## src/rtl/systolic_feeder.sv

```systemverilog
// Operand feeder for an N x N systolic array: holds A/B row buffers and drives skewed edge lanes.
// Optional feed-cycle performance counter enabled by defining SYSTOLIC_FEEDER_PERF_CNT_EN.
module systolic_feeder #(
  parameter int DATA_W = 8,
  parameter int N      = 4
) (
  input  logic                  clk,
  input  logic                  rst,
  input  logic                  wr_valid,
  output logic                  wr_ready,
  input  logic                  wr_sel,
  input  logic [$clog2(N)-1:0]  wr_row,
  input  logic [N*DATA_W-1:0]   wr_data,
  input  logic                  start,
  output logic                  busy,
  output logic                  done,
  output logic                  pe_rst,
  output logic                  pe_en,
  output logic [N*DATA_W-1:0]   a_edge,
  output logic [N*DATA_W-1:0]   b_edge,
  output logic [31:0]           feed_cycles,
  output logic [1:0]            dbg_state
);

  localparam int T_W = $clog2(3 * N);
  localparam logic [T_W-1:0] T_LAST = T_W'(3 * N - 3);

  // Handshake: a row write happens on any cycle where wr_valid && wr_ready;
  // wr_ready depends only on the FSM (high in IDLE) and never on wr_valid.
  typedef enum logic [1:0] {
    S_IDLE  = 2'd0,
    S_CLEAR = 2'd1,
    S_FEED  = 2'd2,
    S_DONE  = 2'd3
  } state_t;

  state_t              r_state;
  state_t              w_next;
  logic [T_W-1:0]      r_t;
  logic [DATA_W-1:0]   r_a [N][N];
  logic [DATA_W-1:0]   r_b [N][N];
  logic                w_wr_fire;

  assign w_wr_fire = wr_valid && wr_ready;

  always_ff @(posedge clk) begin
    if (rst) begin
      r_state <= S_IDLE;
      r_t     <= '0;
      for (int r = 0; r < N; r++) begin
        for (int c = 0; c < N; c++) begin
          r_a[r][c] <= '0;
          r_b[r][c] <= '0;
        end
      end
    end else begin
      r_state <= w_next;
      r_t     <= (r_state == S_FEED) ? r_t + T_W'(1) : '0;
      if (w_wr_fire) begin
        for (int k = 0; k < N; k++) begin
          if (wr_sel) r_b[wr_row][k] <= wr_data[k*DATA_W +: DATA_W];
          else        r_a[wr_row][k] <= wr_data[k*DATA_W +: DATA_W];
        end
      end
    end
  end

  always_comb begin
    w_next = r_state;
    case (r_state)
      S_IDLE:  if (start) w_next = S_CLEAR;
      S_CLEAR: w_next = S_FEED;
      S_FEED:  if (r_t == T_LAST) w_next = S_DONE;
      S_DONE:  w_next = S_IDLE;
      default: w_next = S_IDLE;
    endcase
  end

  assign wr_ready  = (r_state == S_IDLE);
  assign busy      = (r_state != S_IDLE);
  assign done      = (r_state == S_DONE);
  assign pe_rst    = (r_state == S_CLEAR);
  assign pe_en     = (r_state == S_FEED);
  assign dbg_state = r_state;

  // Row i of A enters at lane i skewed by i cycles: lane i carries A[i][k] when t == i + k.
  // Column j of B likewise: lane j carries B[k][j] when t == j + k.
  always_comb begin
    a_edge = '0;
    b_edge = '0;
    if (r_state == S_FEED) begin
      for (int i = 0; i < N; i++) begin
        for (int k = 0; k < N; k++) begin
          if (int'(r_t) == i + k) begin
            a_edge[i*DATA_W +: DATA_W] = r_a[i][k];
            b_edge[i*DATA_W +: DATA_W] = r_b[k][i];
          end
        end
      end
    end
  end

`ifdef SYSTOLIC_FEEDER_PERF_CNT_EN
  logic [31:0] r_feed_cycles;

  always_ff @(posedge clk) begin
    if (rst)                    r_feed_cycles <= '0;
    else if (r_state == S_FEED) r_feed_cycles <= r_feed_cycles + 32'd1;
  end

  assign feed_cycles = r_feed_cycles;
`else
  assign feed_cycles = '0;
`endif

endmodule

```

## config.mk

```make
export PLATFORM = sky130hd
export DESIGN_NAME = systolic_feeder
export DESIGN_NICKNAME = d
export VERILOG_FILES = /design/src/rtl/systolic_feeder.sv
export SDC_FILE = /design/constraint.sdc
export NUM_CORES = 1
export LEC_CHECK = 0
export CELL_PAD_IN_SITES_DETAIL_PLACEMENT = 1
export CELL_PAD_IN_SITES_GLOBAL_PLACEMENT = 2
export CORE_MARGIN = 3
export CORE_UTILIZATION = 39
export DETAILED_ROUTE_END_ITERATION = 8
export PLACE_DENSITY = 0.88
export SLEW_MARGIN = 20
export SYNTH_ARGS = -nofsm -noshare
export SYNTH_HDL_FRONTEND = slang
export SYNTH_SLANG_ARGS = --single-unit
```

## constraint.sdc

```tcl
create_clock -name clk -period 2.35 [get_ports clk]
set_clock_uncertainty 0.05 [all_clocks]
set_input_delay 0.3525 -clock clk [delete_from_list [all_inputs] [get_ports clk]]
set_output_delay 0.3525 -clock clk [all_outputs]
set_load 0.1 [all_outputs]
```

==> reports/results.txt, run 1 <==
The class of the most critical hold timing path is flip-flop to flip-flop. The final wirelength is 45100 um. The via count of the first global-routing pass is 9885. In the post-synthesis netlist, the biggest area contributors are edfxtp_1 (62%), and2_1 (13%), a221oi_1 (2.2%). Pin placement for this block handled 142 I/O pins.

The filler cells instantiated in the layout total 2909. After global routing the overflow that remains totals 0. The global-route usage over all layers was 0.259; the count of buffers inserted at the top-level ports was 109. The die covers 0.0342 mm^2. The critical path is of the flip-flop to output pin type.

The run gives 0.330 as the clock network fraction of design power. The run gives 43 as the count of cell types in the netlist. The clock period minus final worst setup slack was 2.86 ns; the final non-filler cell total was 1569. Of all cell types, the one taking the most synthesized area is edfxtp_1. The flip-flop cell with the highest count after synthesis is edfxtp_1.

In this run the worst path has a maximum fanout of 5. Clock tree root buffer cell: clkbuf_16. Summing every instance area after synthesis gives 0.0125 mm^2. The max capacitance violation total is 0. The highest clock rate was 349 MHz. TritonCTS built the clock tree. The die is 185 um tall. After detailed routing, the number of remaining DRC violations is 0. The logs give 33 for the maximum number of pins on one net before global-route repair and 1196 for the final-stage net count. The sequential power share was 0.441. The wire-length estimate of the detail-placed layout is 25600 um. Floorplan die width: 185 um. The logs give -0.0525 ns for the post-place setup slack and 64 for the number of cell rows.

For the placer congestion estimate, the log shows 0.848. With fillers left out, the area of the finished cells amounts to 0.0178 mm^2. Synthesis inferred 262 register bits. The tools report the startpoint kind of the worst setup timing path as a flip-flop. Summed over all nets, the switching power comes to 3.98 mW. The kind of end point of the critical path is an output pin.

Clock-pin slew was measured on the worst setup and hold paths at 0.06 ns. The first global-routing pass estimated 64900 um of wire. The area of combinational cells with multiple inputs is 0.00564 mm^2, and the number of flops mapped to enable cells by yosys is 256.

The run gives 993 as the synthesized instance count. The level count of the clock H-tree is 1. Data on the critical path arrives at its endpoint at 2.46 ns. During synthesis, Yosys emitted a total of 0 warnings.

The number of placed instances, taps included, is 1495. Before antenna repair, the detailed router went through 4 iterations. The number of buffers created by CTS is 29, and the internal power of the cells is 8.60 mW.

The final-report max-slew violation count is 0, and the number of buffers added to fix hold violations after cts is 0. Setup repair after global routing could not meet its margin everywhere. The worst-case headroom to the max-slew limit is 0.562, and the post-detailed-route via-to-cell ratio is 5.87. Hold timing on the final database bottoms out at a slack of 0.523 ns.

The run gives 262 as the clock sink count. The number of violations reported at the end of detailed-routing iteration 0 is 958, and the power density over cell area is 708 mW/mm^2. The flow ran to the end, but the final reports show violations.

The total leakage power is 6.31 nW, and the share of synthesized registers carrying an async set or reset is 0. The logs give 0.402 for the effective utilization at floorplan and 0.617 mV for the peak ir drop on the vdd network. Fraction of final layout cells sized beyond drive strength 1: 0.338. The final worst-path cycle share is 1.22.

The mean cell area of the mapped netlist works out to 12.6 um^2. For the remaining antenna violation count, the log shows 0. The run gives 0.0159 mm^2 as the standard cell area after detailed placement.

Across the whole layout, storage elements account for 0.00782 mm^2. The synthesis-to-finish area growth was 42.5%; the wire length per cell after detailed routing was 28.8 um. For the worst setup path, the data required time is 1.95 ns. For this block, the via count after detailed routing is 9211. The tools report the least setup slack across all paths after layout as -0.512 ns. The core area is 0.0311 mm^2. The checks that failed: setup timing. The number of hold violations in the final report was 0; the initial antenna violation count was 4.

The clock passes through at most 3 buffers. The tools report the sequential element share of the synthesized area as 0.626. Setup violations remaining at the end of the flow were counted as 64. At the pin with the least slew margin, the transition time is 0.655 ns. The later-pin clock latency in the skew report was 0.55 ns. The area share of the leading cell type in the synthesized netlist is 0.616.

The fraction of power spent switching nets was 0.317; the combinational share of power was 0.229.
==> final cells by class <==
type,instances,area share
Sequential cell,262,0.440
Multi-Input combinational cell,624,0.317
Timing Repair Buffer,210,0.164
Clock buffer,43,0.0438
Tap cell,396,0.0279
Inverter,22,0.00479
Clock inverter,10,0.00232
Antenna cell,2,0.000281
==> state kept, by name, summed over array words and instances, names as in the netlist <==
register and flops:
dbg_state 2, r_t 4, r_b 128, r_a 128
==> logic make-up (layout without fill, tap and decap cells) <==
| family | count (synthesis) | count (layout) | share of synthesized area |
|---|---|---|---|
| simple gates | 386 | 387 | 0.181 |
| compound gates | 194 | 194 | 0.128 |
| other cells | 1 | 34 | 0.000300 |
| fa+ha+maj | 8 | 8 | 0.00802 |
| flops | 262 | 262 | 0.626 |
| buf+inv | 139 | 285 | 0.0547 |
| xor+xnor | 2 | 2 | 0.00140 |
| mux | 1 | 1 | 0.000802 |
==> repair_timing <==
item / 4_1_cts / 5_1_grt
pin swaps: 41 / 15
buffers inserted: 8 / 6
resized for setup: 122 / 29
cloned: 5 / 2
setup endpoints to repair: 64 / 64
==> critical path, stage by stage, from the launching register on <==
cell       delay (ns)
dfxtp_4          0.37
inv_2            0.06
ha_4             0.17
buf_6            0.12
nor2b_4          0.14
clkbuf_16        0.16
buf_12           0.13
a221oi_1         0.48
nor4_4           0.09
buf_12           0.19
==> power groups by stage <==
stage	clock network, mW	logic, mW	registers, mW
finish	4.15	2.88	5.55
detailed placement	0	2.62	5.60
floorplan	0	1.70	5.64
CTS	4.09	2.79	5.53
global placement	0	2.56	5.58
global route	4.37	2.99	5.57
==> cell usage in the layout (no fill, tap or decap), types with 19 or more instances in the layout <==
master           synthesis  layout
and2_1                 256     256
clkbuf_16                0      31
clkdlybuf4s50_1          0      38
edfxtp_1               256     256
buf_12                   0      89
a221oi_2                 0      25
conb_1                   1      32
buf_4                   32      65
nor2_4                   0      25
nor2_1                  59      27
inv_1                   22      19
==> through the flow <==
step | TNS (ns) | utilization | total power [mW]
global route | -31.11 | 0.572 | 12.9
global placement | 0 | 0.512 | 8.14
finish | -26.63 | 0.572 | 12.6
CTS | -24.21 | 0.565 | 12.4
detailed placement | -0.280 | 0.512 | 8.22
floorplan | -16.17 | - | 7.34
==> synthesized netlist by cell type, drive strengths merged, types with 16 or more instances <==
library cell and count:
o211a 16, o22ai 16, a221oi 32, inv 22, o32ai 16, a21o 16
nor2 59, a21oi 16, o21a 16, buf 58, and2 257, clkbuf 59
o221ai 16, nand3 17, a22oi 16, a211oi 17, edfxtp 256, o211ai 16
nor4 16
==> per-layer routing <==
layer  vias up  track usage  part of all wire
met5         -            0                 0
met3        90       0.0397             0.073
met2       438        0.444              0.50
met4         0       0.0951             0.034
li1       3911            -                 -
met1      4772        0.334              0.39
==> worst paths after layout <==
kind,start,end,slack (ns),cells after the start
worst min register to register,r_t[0],r_t[0],0.52,2
worst min-delay path,r_t[0],r_t[0],0.52,2
worst max-delay path,r_t[0],a_edge[19],-0.51,9
worst max register to register,dbg_state[1],r_a[3][1],0.37,5
Power figures use the tool's default switching activity.
==> inputs of run 2 (changes only) <==
--- a/config.mk
+++ b/config.mk
@@ -6,11 +6,11 @@
 export NUM_CORES = 1
 export LEC_CHECK = 0
 export CELL_PAD_IN_SITES_DETAIL_PLACEMENT = 1
-export CELL_PAD_IN_SITES_GLOBAL_PLACEMENT = 2
+export CELL_PAD_IN_SITES_GLOBAL_PLACEMENT = 1
 export CORE_MARGIN = 3
-export CORE_UTILIZATION = 39
+export CORE_UTILIZATION = 45
 export DETAILED_ROUTE_END_ITERATION = 8
-export PLACE_DENSITY = 0.88
+export PLACE_DENSITY = 0.87
 export SLEW_MARGIN = 20
 export SYNTH_ARGS = -nofsm -noshare
 export SYNTH_HDL_FRONTEND = slang
==> reports/results.txt, run 2 (synthesized netlist as in run 1, its figures left out) <==
The run finished, with violations left. The checks that failed: setup timing. The vertical die dimension is 173 um (-6.7%).

The top cell types in the final layout, fill and taps aside, are and2_1 (256), edfxtp_1 (256), buf_12 (92), buf_4 (65), clkdlybuf4s50_1 (38). The number of cell rows was 60 (-6.3%); the placed wire-length estimate after detailed placement was 27800 um (+8.5%). Post-detailed-route via-to-cell ratio: 6.49 (+10%).

For the core area, the log shows 0.0271 mm^2 (-13%). Clock tree root buffer cell: clkbuf_16. The wire length per cell after detailed routing is 35.4 um (+23%).

The cell with the largest stage delay on the worst path is or4b_4. The remaining routing DRC violations was 0 (unchanged); the largest stage delay on the critical path was 0.52 ns (+0.04 ns). The logs give 0.460 (+0.0588) for the effective utilization at floorplan and 64 (unchanged) for the count of final setup violators. For the total overflow reported by the global router, the log shows 0 (unchanged). The logs give 0.0181 mm^2 (+1.6%) for the design area and 33 (unchanged) for the maximum number of pins on one net before global-route repair.

The final wirelength came out at 54800 um (+22%). The fraction of final layout cells sized beyond drive strength 1 is 0.348 (+0.00969). The via count of the first global-routing pass is 10.9k (+10%), and the level count of the clock H-tree is 1 (unchanged). The CTS clock-pin slew for the worst setup and hold paths was 0.08 ns (+0.02 ns); the placer congestion estimate was 0.846 (-0.26%). Number of buffers created by CTS: 27 (-6.9%).

The die footprint came out at 0.0298 mm^2 (-13%). The run gives 0.666 (+0.0941) as the utilization of the core after routing. The boundary pin count was 142 (unchanged). TritonCTS built the clock tree. The required time of the critical path is 1.95 ns (about the same).

The logs give 3 (unchanged) for the maximum number of buffers from clock root to sink and 0 (unchanged) for the max capacitance violation total. The maximum net fanout on the critical path is 6 (+1), and the number of violations reported at the end of detailed-routing iteration 0 is 1407 (+47%). The logs give 0 (unchanged) for the final-report max-slew violation count and 6.40 nW (+1.6%) for the total leakage power. The signal on the critical path passes through buf_6, ha_4, or4b_4, buf_12, o32ai_4, o211a_4, buf_12. The peak ir drop on the vdd network was 0.518 mV (-16%). By startpoint and endpoint, the worst setup path is classified as flip-flop to output pin.

The run gives 0.349 (+0.0902) as the global-route usage over all layers. Kind of end point of the critical path: an output pin. The least setup slack across all paths after layout is -0.588 ns (-0.0756 ns), and the remaining antenna violation count is 0 (unchanged). For the later-pin clock latency in the skew report, the log shows 0.56 ns (about the same). The standard cell area after detailed placement is 0.0158 mm^2 (-0.35%).

The dominant cell type by count on the critical path was buf_12. Setup repair after global routing could not meet its margin everywhere. The min-delay analysis places its worst path in the category flip-flop to flip-flop. The clock period minus final worst setup slack is 2.94 ns (+0.0756 ns), and the worst-case headroom to the max-slew limit is 0.491 (-0.0710). Startpoint kind of the worst setup timing path: a flip-flop. The highest clock rate is 340 MHz (-2.6%).

The number of iterations in the first detailed-routing pass was 5 (+1). The count of buffers inserted at the top-level ports was 109 (unchanged); the clock sink count was 262 (unchanged). The post-place setup slack came out at -0.127 ns (-0.0748 ns). Number of hold violations in the final report: 0 (unchanged). The floorplan die width was 173 um (-6.7%). The total number of vias was 10.0k (+9.0%); the initial antenna violation count was 7 (+3). The area growth from synthesis to layout is 44.7%. The tools report the total power draw as 12.9 mW (+2.7%). The power density over cell area is 715 mW/mm^2 (+1.1%), and the final-stage net count is 1201 (+0.42%). The largest registers in the layout are r_a x128, r_b x128, r_t x4.

The run gives 2.54 ns (+0.08 ns) as the data arrival at the endpoint of the critical path. The final-layout worst hold slack was 0.492 ns (-0.0312 ns); the final worst-path cycle share was 1.25 (+0.0322). The slew of the pin with the lowest slew margin was 0.761 ns (+0.106 ns); the wire length of the first global-routing pass was 76900 um (+18%).
[run 2: worst max-delay path: cells and delay by family, from the launching register on]
kind	cells	cell delay, ns
and+or+nand+nor	1	0.52
buffers and inverters	3	0.49
DFF	1	0.41
AOI/OAI and AO/OA	2	0.37
adders and majority gates	1	0.17
[run 2: power by group]
group	total, mW	internal [mW]	switching (mW)
clock	4.27	2.29	1.98
sequential	5.56	5.39	0.171
combinational	3.09	0.986	2.10
total	12.9	8.67	4.25
[run 2: final timing paths]
path / start / endpoint / slack (ns) / depth (start not counted)
max: r_t[0] / a_edge[10] / -0.59 / 7
max reg2reg: dbg_state[0] / r_b[2][15] / 0.27 / 6
min: dbg_state[1] / dbg_state[1] / 0.49 / 2
min reg2reg: dbg_state[1] / dbg_state[1] / 0.49 / 2
[run 2: repair_timing]
action                                  4_1_cts  5_1_grt
gates cloned                                  5        4
endpoints found under the setup margin       64       64
pin swaps                                    32       36
setup buffers                                15        8
hold buffers                                  0        0
gates resized for setup                     150       33
[run 2: routing by layer]
| layer | global-route usage | part of all wire |
|---|---|---|
| met5 | 0 | 0.00057 |
| met4 | 0.192 | 0.066 |
| met3 | 0.0815 | 0.095 |
| met2 | 0.586 | 0.49 |
| met1 | 0.417 | 0.35 |
[run 2: cell type report]
cell class | instances | area (um^2)
timing repair buffer | 218 | 3060
fill | 2403 | 9040
clock inverter | 15 | 110
inverter | 22 | 87.6
clock buffer | 30 | 687
multi-input combinational | 623 | 5810
sequential | 262 | 7820
tap | 372 | 465
antenna | 6 | 15.0
[run 2: metrics by stage]
step / TNS [ns] / std cells
5_1_grt: -31.20 / 1542
6_report: -30.01 / 1548
3_5_place_dp: -21.32 / 1468
2_1_floorplan: -16.17 / 1024
4_1_cts: -24.88 / 1533
3_3_place_gp: -3.14 / 1468
==> inputs of run 3 (changes only) <==
==> constraint.sdc (replaced) <==
create_clock -name clk -period 2.35 [get_ports clk]
set_clock_uncertainty 0.05 [all_clocks]
set_input_delay 0.3525 -clock clk [delete_from_list [all_inputs] [get_ports clk]]
set_output_delay 0.3525 -clock clk [all_outputs]
set_load 0.02 [all_outputs]
==> reports/results.txt, run 3 (synthesized netlist as in run 1, its figures left out) <==
The fraction of final layout cells sized beyond drive strength 1 is 0.334 (-0.0143). For the final-report max-slew violation count, the log shows 0 (unchanged). Remaining antenna violation count: 0 (unchanged). The leading cell type in the layout, fill and taps excluded is and2_1. The met1 routing resource usage after global routing was 0.372 (-0.0450); the maximum number of pins on one net before global-route repair was 33 (unchanged). For the boundary pin count, the log shows 142 (unchanged). The tools report the total power draw as 11.6 mW (-9.8%).

The floorplan die width is 173 um (unchanged), and the number of cells on the worst reg-to-reg path is 8 (+2). The largest registers in the layout are r_a x128, r_b x128, r_t x4. The run finished, with violations left. The count of buffers inserted at the top-level ports came out at 109 (unchanged).

The worst-case headroom to the max-slew limit is 0.505 (+0.0135), and the later-pin clock latency in the skew report is 0.54 ns (-0.02 ns). Met2 usage: 0.519 (-0.0671). Startpoint kind of the worst setup timing path: a flip-flop. The worst setup path is of the flip-flop to output pin kind. The depth of the worst hold-timing path came out at 3 (+1).

The logs give 346 MHz (+1.6%) for the highest clock rate and 1 (unchanged) for the level count of the clock H-tree. The design area came out at 0.0166 mm^2 (-7.9%). For the number of hold violations in the final report, the log shows 0 (unchanged). For the data arrival at the endpoint of the critical path, the log shows 2.49 ns (-0.05 ns). The number of buffers created by CTS is 27 (unchanged).

The max capacitance violation total is 0 (unchanged), and the number of buffers added to fix hold violations after cts is 0 (unchanged). The run gives 65 (+1.6%) as the count of final setup violators. The die footprint came out at 0.0298 mm^2 (unchanged).

The tools report the global routing met3 resource utilization as 0.0483 (-0.0332). The layer flagged by global routing as most heavily used is met2. The logs give 2 (-5) for the initial antenna violation count and 1230 (+2.4%) for the final-stage net count. The final wirelength is 49400 um (-9.9%). TritonCTS built the clock tree. The clock period minus final worst setup slack is 2.89 ns (-0.0467 ns).

The run gives 0.304 (-0.0449) as the global-route usage over all layers. The effective utilization at floorplan came out at 0.460 (unchanged). Setup repair after global routing could not meet its margin everywhere.

The post-detailed-route via-to-cell ratio is 6.26 (-3.5%). The tools report the number of cell rows as 60 (unchanged). STA classifies the critical path endpoint as an output pin. The wire length per cell after detailed routing is 31.4 um (-11%). The number of violations reported at the end of detailed-routing iteration 0 is 1161 (-17%), and the total number of vias is 9840 (-2.0%). The peak ir drop on the vdd network came out at 0.589 mV (+14%). Clock tree root buffer cell: clkbuf_16. The min-delay analysis places its worst path in the category input pin to flip-flop. The via count of the first global-routing pass was 10.2k (-6.7%); the total overflow reported by the global router was 0 (unchanged).

Power density over cell area: 700 mW/mm^2 (-2.1%). The checks that failed: setup timing. For the core area, the log shows 0.0271 mm^2 (unchanged). For the placer congestion estimate, the log shows 0.806 (-4.8%).

The clock sink count came out at 262 (unchanged). The vertical die dimension is 173 um (unchanged). The tools report the least setup slack across all paths after layout as -0.541 ns (+0.0467 ns).

The maximum net fanout on the critical path was 6 (unchanged); the total leakage power was 6.44 nW (+0.57%). Relative to the synthesized area, the layout overhead comes to 33.3%. The slew of the pin with the lowest slew margin was 0.741 ns (-0.0202 ns); the wire length of the first global-routing pass was 67800 um (-12%). The required time of the critical path was 1.95 ns (about the same). The remaining routing DRC violations was 0 (unchanged); the CTS clock-pin slew for the worst setup and hold paths was 0.07 ns (about the same). The number of iterations in the first detailed-routing pass was 6 (+1); the final worst-path cycle share was 1.23 (-0.0199). Leaving out fill and tap cells, the most frequent cells in the layout are and2_1 (257), edfxtp_1 (256), buf_4 (114), clkdlybuf4s50_1 (41), buf_6 (37).

Placed wire-length estimate after detailed placement: 27200 um (-2.0%). The standard cell area after detailed placement was 0.0148 mm^2 (-6.4%); the maximum number of buffers from clock root to sink was 3 (unchanged).
[run 3: cell types whose count changed in the layout (fill, tap and decap cells not counted), moves of 19 or more]
| cell | before | now |
|---|---|---|
| buf_4 | 65 | 114 |
| buf_12 | 92 | 26 |
| buf_6 | 13 | 37 |
| buf_2 | 0 | 19 |
[run 3: power breakdown]
part	switching, mW	internal, mW	total, mW
clock	1.88	2.25	4.14
sequential	0.144	5.39	5.53
combinational	1.23	0.746	1.98
[run 3: worst max-delay path, cell delays in order, from the launching register on]
cell      delay, ns
dfxtp_2        0.33
buf_6          0.13
ha_4           0.19
nor2b_2        0.18
buf_6          0.16
buf_4          0.14
buf_6          0.10
a221oi_4       0.06
nor4_1         0.36
buf_4          0.19
buf_6          0.11
[run 3: metal layers]
metal | share of wire | vias to the layer above
met5 | 0.00057 | -
met3 | 0.082 | 155
li1 | - | 3965
met2 | 0.49 | 694
met4 | 0.054 | 4
met1 | 0.37 | 5022
[run 3: cell type report]
class / count / area (um^2)
diodes: 1 / 2.50
inverters: 22 / 85.1
well taps: 372 / 465
clock inverters: 5 / 50.0
multi-input cells: 623 / 5030
clock buffers: 40 / 734
fillers: 2600 / 10500
repair buffers: 247 / 2450
flip-flops and latches: 262 / 7820
[run 3: what timing repair did]
item                                    in CTS  in global routing
pin swaps                                   27                 22
buffers inserted                            11                 15
gates cloned                                 2                  0
endpoints found under the setup margin      67                 66
resized for setup                          445                 62
[run 3: stage by stage]
stage | hold WS (ns) | util | cells | setup TNS [ns] | setup WS (ns)
after floorplan | 0.395 | - | 1024 | -0.306 | -0.0766
after global placement | 0.530 | 0.547 | 1500 | -16.29 | -0.342
after detailed placement | 0.599 | 0.547 | 1500 | -23.40 | -0.575
after CTS | 0.633 | 0.600 | 1557 | -20.80 | -0.448
after global routing | 0.631 | 0.614 | 1571 | -26.83 | -0.555
final | 0.620 | 0.614 | 1572 | -23.50 | -0.541
[run 3: final timing paths]
| check | end | startpoint | slack, ns |
|---|---|---|---|
| worst max-delay path | a_edge[21] | r_t[0] | -0.54 |
| worst min register to register | dbg_state[1] | dbg_state[1] | 0.66 |
| worst max register to register | r_a[2][23] | dbg_state[1] | 0 |
| worst min-delay path | dbg_state[1] | start | 0.62 |
